[config.mk]
export PLATFORM = sky130hd
export DESIGN_NAME = rk_tape_player
export DESIGN_NICKNAME = d
export VERILOG_FILES = /design/src/rtl/rk_tape_player_pkg.sv /design/src/rtl/rk_tape_player_uart_rx.sv /design/src/rtl/rk_tape_player.sv
export SDC_FILE = /design/constraint.sdc
export NUM_CORES = 1
export LEC_CHECK = 0
export ABC_AREA = 1
export CORE_AREA = 2 2 167 169
export DETAILED_ROUTE_END_ITERATION = 16
export DIE_AREA = 0 0 169 171
export PLACE_DENSITY = 0.61
export SLEW_MARGIN = 15
export SYNTH_ARGS = -nofsm -noshare
export SYNTH_HDL_FRONTEND = slang
export SYNTH_SLANG_ARGS = --single-unit
[constraint.sdc]
create_clock -name CLK_50MHZ -period 2.75 [get_ports CLK_50MHZ]
set_input_delay 0.55 -clock CLK_50MHZ [delete_from_list [all_inputs] [get_ports CLK_50MHZ]]
set_output_delay 0.55 -clock CLK_50MHZ [all_outputs]
set_load 0.03 [all_outputs]
[src/rtl/rk_tape_player_pkg.sv]
// rk_tape_pkg: shared types and constants for the Radio-86RK tape player.
//   rx_state_t  - UART receiver states
//   enc_state_t - phase encoder states
//   HALF_CYC_DEF, BAUD_DIV_DEF - defaults for a 50 MHz clock
//   CTS_MARGIN  - free FIFO slots kept when flow control is enabled
package rk_tape_pkg;

  typedef enum logic [1:0] {R_IDLE, R_START, R_DATA, R_STOP} rx_state_t;
  typedef enum logic [1:0] {IDLE, HALF1, HALF2} enc_state_t;

  localparam int HALF_CYC_DEF = 16667;  // 333 us half cell, 1500 bit/s
  localparam int BAUD_DIV_DEF = 434;    // 115200 baud
  localparam int CTS_MARGIN   = 4;

endpackage

[src/rtl/rk_tape_player_uart_rx.sv]
// rk_uart_rx: 8N1 UART receiver with 2-FF input synchronizer.
// Ports:
//   CLK_50MHZ, reset (async, active-high), flush (sync abort to R_IDLE)
//   uart_rx  - asynchronous serial line, idle high
//   data     - received byte, valid while valid pulses
//   valid    - one-cycle pulse: byte received with good stop bit
//   ferr     - one-cycle pulse: stop bit sampled low, byte discarded
module rk_uart_rx
  import rk_tape_pkg::*;
#(
  parameter int BAUD_DIV = BAUD_DIV_DEF
) (
  input  logic       CLK_50MHZ,
  input  logic       reset,
  input  logic       flush,
  input  logic       uart_rx,
  output logic [7:0] data,
  output logic       valid,
  output logic       ferr
);

  localparam logic [15:0] HALF_M1 = 16'(BAUD_DIV / 2 - 1);
  localparam logic [15:0] FULL_M1 = 16'(BAUD_DIV - 1);

  logic      rx_s1, rx_s2, rx_d;
  rx_state_t state;
  logic [15:0] cnt;
  logic [2:0]  bitn;
  logic        data_smp;

  assign data_smp = !flush && (state == R_DATA) && (cnt == FULL_M1);

  // Synchronizer and receiver control
  always_ff @(posedge CLK_50MHZ or posedge reset) begin
    if (reset) begin
      rx_s1 <= 1'b1;
      rx_s2 <= 1'b1;
      rx_d  <= 1'b1;
      state <= R_IDLE;
      cnt   <= '0;
      bitn  <= '0;
      valid <= 1'b0;
      ferr  <= 1'b0;
    end else begin
      rx_s1 <= uart_rx;
      rx_s2 <= rx_s1;
      rx_d  <= rx_s2;
      valid <= 1'b0;
      ferr  <= 1'b0;
      if (flush) begin
        state <= R_IDLE;
        cnt   <= '0;
        bitn  <= '0;
      end else begin
        case (state)
          R_IDLE: begin
            cnt <= '0;
            if (!rx_s2 && rx_d) state <= R_START;
          end
          R_START: begin
            if (cnt == HALF_M1) begin
              cnt  <= '0;
              bitn <= '0;
              // A high line at mid-start is a glitch, not a frame
              state <= rx_s2 ? R_IDLE : R_DATA;
            end else begin
              cnt <= cnt + 16'd1;
            end
          end
          R_DATA: begin
            if (cnt == FULL_M1) begin
              cnt <= '0;
              if (bitn == 3'd7) state <= R_STOP;
              else              bitn  <= bitn + 3'd1;
            end else begin
              cnt <= cnt + 16'd1;
            end
          end
          R_STOP: begin
            if (cnt == FULL_M1) begin
              cnt   <= '0;
              valid <= rx_s2;
              ferr  <= !rx_s2;
              state <= R_IDLE;
            end else begin
              cnt <= cnt + 16'd1;
            end
          end
          default: state <= R_IDLE;
        endcase
      end
    end
  end

  // Data shift register, LSB arrives first
  always_ff @(posedge CLK_50MHZ) begin
    if (data_smp) data <= {rx_s2, data[7:1]};
  end

endmodule

[src/rtl/rk_tape_player.sv]
// rk_tape_player: UART-fed byte FIFO driving a Radio-86RK phase-encoded
// tape waveform (to PPA1 PC4 tape-in).
// Ports:
//   CLK_50MHZ, reset (async, active-high)
//   uart_rx    - host serial input, 8N1
//   play       - level; start/continue playback while high
//   flush      - one-cycle pulse; empty FIFO, clear flags, abort playback
//   tape_out   - encoded waveform, each bit MSB-first as ~bit then bit
//   cts_n      - active-low clear-to-send
//   fifo_empty, busy, overrun (sticky), frame_err (sticky)
// Build option: define RK_TAPE_CTS_EN to raise cts_n when the FIFO holds
// FIFO_DEPTH-CTS_MARGIN or more bytes; otherwise cts_n is tied low.
module rk_tape_player
  import rk_tape_pkg::*;
#(
  parameter int HALF_CYC   = HALF_CYC_DEF,
  parameter int BAUD_DIV   = BAUD_DIV_DEF,
  parameter int FIFO_DEPTH = 16
) (
  input  logic CLK_50MHZ,
  input  logic reset,
  input  logic uart_rx,
  input  logic play,
  input  logic flush,
  output logic tape_out,
  output logic cts_n,
  output logic fifo_empty,
  output logic busy,
  output logic overrun,
  output logic frame_err
);

  localparam int          AW      = $clog2(FIFO_DEPTH);
  localparam logic [AW:0] DEPTH_C = (AW + 1)'(FIFO_DEPTH);
  localparam logic [15:0] HC_M1   = 16'(HALF_CYC - 1);

  logic [7:0] rx_data;
  logic       rx_valid, rx_ferr;

  rk_uart_rx #(.BAUD_DIV(BAUD_DIV)) u_rx (
    .CLK_50MHZ (CLK_50MHZ),
    .reset     (reset),
    .flush     (flush),
    .uart_rx   (uart_rx),
    .data      (rx_data),
    .valid     (rx_valid),
    .ferr      (rx_ferr)
  );

  logic [7:0]    mem [FIFO_DEPTH];
  logic [AW-1:0] wr_ptr, rd_ptr;
  logic [AW:0]   count, count_nxt;
  logic          full, push_ok, pop, shift;

  enc_state_t state;
  logic [7:0]  shreg;
  logic [2:0]  bitcnt;
  logic [15:0] tcnt;
  logic        hc_end;

  assign full    = (count == DEPTH_C);
  assign push_ok = !flush && rx_valid && (!full || pop);
  assign hc_end  = (tcnt == HC_M1);

  // Encoder step decisions: pop a new byte or shift to the next bit
  always_comb begin
    pop   = 1'b0;
    shift = 1'b0;
    if (!flush) begin
      case (state)
        IDLE:  pop = play && !fifo_empty;
        HALF2: if (hc_end) begin
          if (bitcnt != 3'd0) shift = 1'b1;
          else                pop   = play && !fifo_empty;
        end
        default: ;
      endcase
    end
  end

  always_comb begin
    count_nxt = count;
    if (flush) count_nxt = '0;
    else if (push_ok && !pop) count_nxt = count + 1'b1;
    else if (!push_ok && pop) count_nxt = count - 1'b1;
  end

  // FIFO control and sticky flags
  always_ff @(posedge CLK_50MHZ or posedge reset) begin
    if (reset) begin
      wr_ptr     <= '0;
      rd_ptr     <= '0;
      count      <= '0;
      fifo_empty <= 1'b1;
      overrun    <= 1'b0;
      frame_err  <= 1'b0;
    end else begin
      count      <= count_nxt;
      fifo_empty <= (count_nxt == '0);
      if (flush) begin
        wr_ptr    <= '0;
        rd_ptr    <= '0;
        overrun   <= 1'b0;
        frame_err <= 1'b0;
      end else begin
        if (push_ok) wr_ptr <= wr_ptr + 1'b1;
        if (pop)     rd_ptr <= rd_ptr + 1'b1;
        if (rx_valid && full && !pop) overrun <= 1'b1;
        if (rx_ferr) frame_err <= 1'b1;
      end
    end
  end

  always_ff @(posedge CLK_50MHZ) begin
    if (push_ok) mem[wr_ptr] <= rx_data;
  end

`ifdef RK_TAPE_CTS_EN
  localparam logic [AW:0] CTS_TH = (AW + 1)'(FIFO_DEPTH - CTS_MARGIN);

  always_ff @(posedge CLK_50MHZ or posedge reset) begin
    if (reset) cts_n <= 1'b0;
    else       cts_n <= (count_nxt >= CTS_TH);
  end
`else
  assign cts_n = 1'b0;
`endif

  // Encoder control; tape_out and busy trail the state by one cycle so
  // both stay aligned with each other
  always_ff @(posedge CLK_50MHZ or posedge reset) begin
    if (reset) begin
      state    <= IDLE;
      bitcnt   <= '0;
      tcnt     <= '0;
      tape_out <= 1'b0;
      busy     <= 1'b0;
    end else if (flush) begin
      state    <= IDLE;
      bitcnt   <= '0;
      tcnt     <= '0;
      tape_out <= 1'b0;
      busy     <= 1'b0;
    end else begin
      busy <= (state != IDLE);
      case (state)
        HALF1:   tape_out <= ~shreg[7];
        HALF2:   tape_out <= shreg[7];
        default: ;
      endcase
      case (state)
        IDLE: begin
          tcnt <= '0;
          if (pop) begin
            bitcnt <= 3'd7;
            state  <= HALF1;
          end
        end
        HALF1: begin
          if (hc_end) begin
            tcnt  <= '0;
            state <= HALF2;
          end else begin
            tcnt <= tcnt + 16'd1;
          end
        end
        HALF2: begin
          if (hc_end) begin
            tcnt <= '0;
            if (shift) begin
              bitcnt <= bitcnt - 3'd1;
              state  <= HALF1;
            end else if (pop) begin
              bitcnt <= 3'd7;
              state  <= HALF1;
            end else begin
              state <= IDLE;
            end
          end else begin
            tcnt <= tcnt + 16'd1;
          end
        end
        default: state <= IDLE;
      endcase
    end
  end

  always_ff @(posedge CLK_50MHZ) begin
    if (pop)        shreg <= mem[rd_ptr];
    else if (shift) shreg <= {shreg[6:0], 1'b0};
  end

endmodule

Word-level counts from Yosys, hierarchy flattened
Memory sizes are Yosys's and may differ from the RTL's. Cells that the tools add are included.

$add $sub $neg: 8. Equal/unequal tests: 19. Muxes and demuxes: 64. Bitwise gates (word level): 1. Reduce and logical (&&, ||, !) cells: 37.

Operators with widths (number): 16-bit two-way mux (5); 16-bit one-hot mux with 3 select lines (1); 16-bit by 1-bit adder with 16-bit output (second input constant) (2); 16-bit one-hot mux with 2 select lines (1); 3-bit two-way mux (8); 1-bit two-way mux (23); 2-bit two-way mux (11); 3-bit != test (second input constant) (6); 16-bit by 15-bit == test with 1-bit output (second input constant) (1); 16-bit by 8-bit == test with 1-bit output (second input constant) (1); 16-bit by 9-bit == test with 1-bit output (second input constant) (1); 4-bit two-way mux (4); 8-bit two-way mux (2); 5-bit two-way mux (3); 3-bit nonzero test (5); 3-bit one-hot mux with 2 select lines (2); 2-bit nonzero test (6); 1-bit logical AND (10); 3-bit by 2-bit != test with 1-bit output (second input constant) (3); 4-bit by 1-bit adder with 4-bit output (second input constant) (2); 2-bit one-hot mux with 4 select lines (1); 2-bit == test (second input constant) (3); 1-bit zero test (6); 2-bit one-hot mux with 3 select lines (1); 17 further kinds (21).

Flip-flop bits (word level): 81. RAM bits: 128. Input bits: 5. Output and inout port bits: 6. Word-level logic and storage cells: 151. Memories kept: 1.

Memory list: mem (depth 16, width 8, read ports 1, clocked after Yosys merged registers in 0, write ports 1, line rk_tape_player.sv:50) `logic [7:0] mem [FIFO_DEPTH];`.

Depth between registers and ports, before layout
Word-level depth: 14. Depth in mapped cells: 15. Gate-level depth less buffers: 15.

Cells and area by module
From an unflattened synthesis, not the netlist that was laid out.

Cell total of the unflattened synthesis: 886. Area, all modules: 9435.3 µm².

By module, submodules not included: rk_tape_player (times used 1, cells each 688, area each 7736.2 µm², sequential area each 5061.1 µm²); rk_uart_rx (times used 1, cells each 198, area each 1699.1 µm², sequential area each 894.6 µm²).

Least setup slack after synthesis
OpenSTA, ideal clock, no wires.

Path type: register to register. Start: register state[0]. End: memory mem[11][0] (enable). Setup time: 0.370 ns. Arrival: 1.925 ns. Required time: 2.380 ns. Setup slack: 0.455 ns. Stages on the path, launching flop included: 13. Buffers on the path: 0. Period minus slack after synthesis: 2.295 ns. Path through: dfrtp_1 -> inv_1 -> ha_1 -> nand2_1 -> nor2_1 -> nand3_4 -> nand2_8 -> nand2_8 -> nand2_4 -> nand2_4 -> nor2_4 -> inv_2 -> nor2_1.

Cells in the longest elaborated chain, start to end: 7. Elaborated cells between the ends (all ways): 8. Those cells by class: 1 x eq/ne; 4 x mux; 3 x reduce/logical.

RTL lines: start, declared (line rk_tape_player.sv:55) `enc_state_t state;`; start signal, assigned (line rk_tape_player.sv:133) `state <= IDLE;`; start signal, assigned (line rk_tape_player.sv:139) `state <= IDLE;`; start signal, assigned (line rk_tape_player.sv:156) `state <= HALF1;`; 2-bit == test / 2-bit zero test (equally long branches) (line rk_tape_player.sv:70) `case (state)`; 1-bit one-hot mux with 2 select lines * (line rk_tape_player.sv:70); 1-bit two-way mux * (line rk_tape_player.sv:69) `if (!flush) begin`; 1-bit logical OR * (line rk_tape_player.sv:62) `assign push_ok = !flush && rx_valid && (!full || pop);`; 1-bit logical AND * (line rk_tape_player.sv:62); 1-bit two-way mux * (line rk_tape_player.sv:115) `if (push_ok) mem[wr_ptr] <= rx_data;`; 1-bit two-way mux (not written as such) * (line rk_tape_player.sv:115); end, declared (line rk_tape_player.sv:50).

Every way passes the cells marked *; elsewhere a longest branch is shown, timed or not.

Final worst setup path
Start: register state[0]. End: memory mem[1][1] (enable).

Same word-level chain as after synthesis.

==> run_results.csv <==
group,metric,value,unit
cts,cts_tree,"done",
floorplan,core,0.0273,sq mm
timing,rsz0062_at_grt,"false",
cts,cts_max_path_buffers,3,
cts,cts_root_buf,"clkbuf_16",
cts,cts_max_level,1,
layout,multi_input_area,0.00293,sq mm
logic_synthesis,syn_nets,872,
timing,period_minus_slack,2.38,ns
placed_design,gp_congestion,0.841,
global_route,grt.busiest_layer,"met2",
critical_path,reg2reg_to,"mem[1][1]",
global_route,grt-ovfl-total,0,
drt,num_vias,6252,
power,power.leakage,3.97,nW
layout,seq_area,0.00596,sq mm
critical_path,critical_path.endpoint_type,"register",
logic_synthesis,synth_top_cell_area_share,46.4,%
timing,slew_violations,0,
drt,drtIter0Drc,449,
placed_design,dp_hpwl,13300,um
placed_design,port_buffers,9,
timing,hold_violations,0,
cts,clkLatencyLatePin,0.51,ns
floorplan,initial_core_util,34.1,%
min_path,hold_class,"reg -> reg",
drt,wl_per_cell,16.8,um
global_route,first_global_vias,6151,
power,power.total,7.82,mW
timing,worstMarginPinSlew,0.857,ns
layout,diodes,0,
drt,drt_first_pass_iters,5,
power,ir_drop,0.354,mV
critical_path,regToRegSetupSlack,0.37,ns
cts,cts_setup_buffers,0,
timing,period_share,86.4,%
global_route,grt_pass1_wl,33400,um
layout,drive_above_1_share,13.2,%
critical_path,cp-start-kind,"register",
logic_synthesis,synth_seq_cells,209,
logic_synthesis,synth_cell_types,44,
critical_path,arrival,2.59,ns
min_path,min-delay-start,"u_rx.rx_s1",
critical_path,critPathMaxFanout,8,
layout,area_growth,15.2,%
timing,tns,0,ns
run_status,status,"finished clean",
logic_synthesis,synth_area_leaders,"edfxtp_1, dfrtp_1, nor2_1",
floorplan,dieArea,0.0289,sq mm
logic_synthesis,synth_top_cell_by_area,"edfxtp_1",
global_route,grt_use_total,14.6,%
global_route,antenna_found_initial,0,
logic_synthesis,avgSynthCellArea,11.0,sq um
cts,cts_hold_buf,0,
timing,skew,0.00993,ns
global_route,grt_util_met2,23.4,%
floorplan,fp.dieW,169,um
logic_synthesis,synthesis.area,0.00932,sq mm
cts,cts.reportedPaths.clkPinSlew,0.06,ns
critical_path,cp.required,2.97,ns
min_path,hold_path_end,"u_rx.rx_s2",
global_route,use_met3,2.43,%
floorplan,die_h,171,um
cts,cts_buffers,23,
drt,wl,20800,um
drt,ant_nets,0,
cts,cts.sinks,209,
critical_path,worstSetupPathType,"reg -> reg",
global_route,grt_max_degree,67,
layout,fill_cells,2591,
global_route,grt_use_met1,20.2,%
power,power.density,729,mW/mm^2
timing,fmax,421,MHz
drt,vias_per_cell,5.05,
logic_synthesis,synth_cells,846,
critical_path,ff2ff_path_depth,13,
logic_synthesis,seq_area_frac_synth,63.9,%
logic_synthesis,yosysWarnings,0,
timing,slew-limit-headroom,42.9,%
critical_path,r2r_start,"state[0]",
min_path,hold_depth,0,
floorplan,rows,61,
layout,nets,903,
run,drv_cap,0,
timing,setup_viol,0,
drt,drc,0,
floorplan,ios,11,
cts,post_cts_resized,0,
-- through the flow --
stage | hold slack, ns | instance area (sq um) | util [%] | setup slack, ns | std cells
floorplan | 0.345 | 9320 | - | 0.455 | 846
global placement | 0.349 | 9970 | 36.5 | 0.184 | 1198
detailed placement | 0.349 | 9970 | 36.5 | 0.148 | 1198
CTS | 0.358 | 10700 | 39.3 | 0.375 | 1239
global route | 0.360 | 10700 | 39.3 | 0.224 | 1239
finish | 0.356 | 10700 | 39.3 | 0.373 | 1239
-- worst max-delay path by stage --
stage,endpoint,cells after the start,start
final,mem[1][1],13,state[0]
after global routing,mem[5][7],14,bitcnt[0]
after CTS,mem[1][4],13,state[0]
after detailed placement,mem[1][4],12,play
after global placement,mem[1][3],12,play
after floorplan,mem[11][0],12,state[0]
-- per-layer routing --
| metal | up-vias | wire [um] |
|---|---|---|
| li1 | 3025 | - |
| met1 | 3023 | 9500 |
| met2 | 156 | 9500 |
| met3 | 48 | 1100 |
| met4 | 0 | 690 |
| met5 | - | 0 |
-- layout by cell type (no fill, tap or decap), types with 21 or more instances in the layout --
cell	netlist	routed
edfxtp_1	144	144
nor2_1	126	126
o21ai_0	91	91
nand2_1	82	82
inv_1	74	72
dfrtp_1	61	60
nand3_1	31	31
buf_4	2	26
clkbuf_16	0	23
o22ai_1	21	21
ha_1	21	21
-- registers in the layout, indices dropped and copies added, names as in the netlist, 3 cells and up --
signal	cells
u_rx.data	8
u_rx.bitn	3
u_rx.cnt	16
count	5
tcnt	16
mem	128
bitcnt	3
rd_ptr	4
shreg	8
wr_ptr	4
-- kinds of logic (layout without fill, tap and decap cells) --
family	Yosys count	in the layout	synth area share (%)
xor+xnor	17	17	1.60
other cells	1	1	0.0402
buf+inv	113	160	4.74
fa+ha+maj	21	21	2.82
compound gates	181	181	11.4
flops	209	209	63.9
simple gates	304	304	15.5
-- where the power goes --
group | internal, mW | leakage, nW | switching (mW) | total, mW
clock network | 1.91 | 0.372 | 1.23 | 3.15
logic | 0.372 | 1.42 | 0.778 | 1.15
registers | 3.45 | 2.18 | 0.0802 | 3.53
total | 5.73 | 3.97 | 2.09 | 7.82
-- critical path, stage by stage, from the launching register on --
cell     delay (ns)
dfrtp_1        0.42
inv_1          0.12
ha_1           0.24
nand2_1        0.08
nor2_1         0.18
nand3_4        0.12
nand2_8        0.11
nand2_8        0.09
nand2_4        0.07
nand2_4        0.07
inv_2          0.13
nand2_2        0.13
nor2_1         0.14
buf_4          0.18
-- final cells by class --
type,count,share of cell area (%)
Clock buffer,26,5.46
Clock inverter,15,1.74
Multi-Input combinational cell,524,27.2
Sequential cell,209,55.5
Timing Repair Buffer,38,3.22
Inverter,81,2.85
Tap cell,346,4.03
-- synth_stat cells, drive strengths merged --
cell type / n
edfxtp: 144
nor2: 139
o21ai: 98
nand2: 95
inv: 79
dfrtp: 61
nand3: 37
clkbuf: 23
ha: 21
o22ai: 21
o211ai: 18
o221ai: 16
a21oi: 15
nor3: 13
nand4: 12
xor2: 11
a31oi: 10
buf: 9
xnor2: 6
dfstp: 4
nor3b: 3
nor4: 3
clkinv: 2
a22oi: 1
conb: 1
nand3b: 1
o21a: 1
o21bai: 1
or2: 1
No activity file was read; power rests on OpenSTA's default activity.
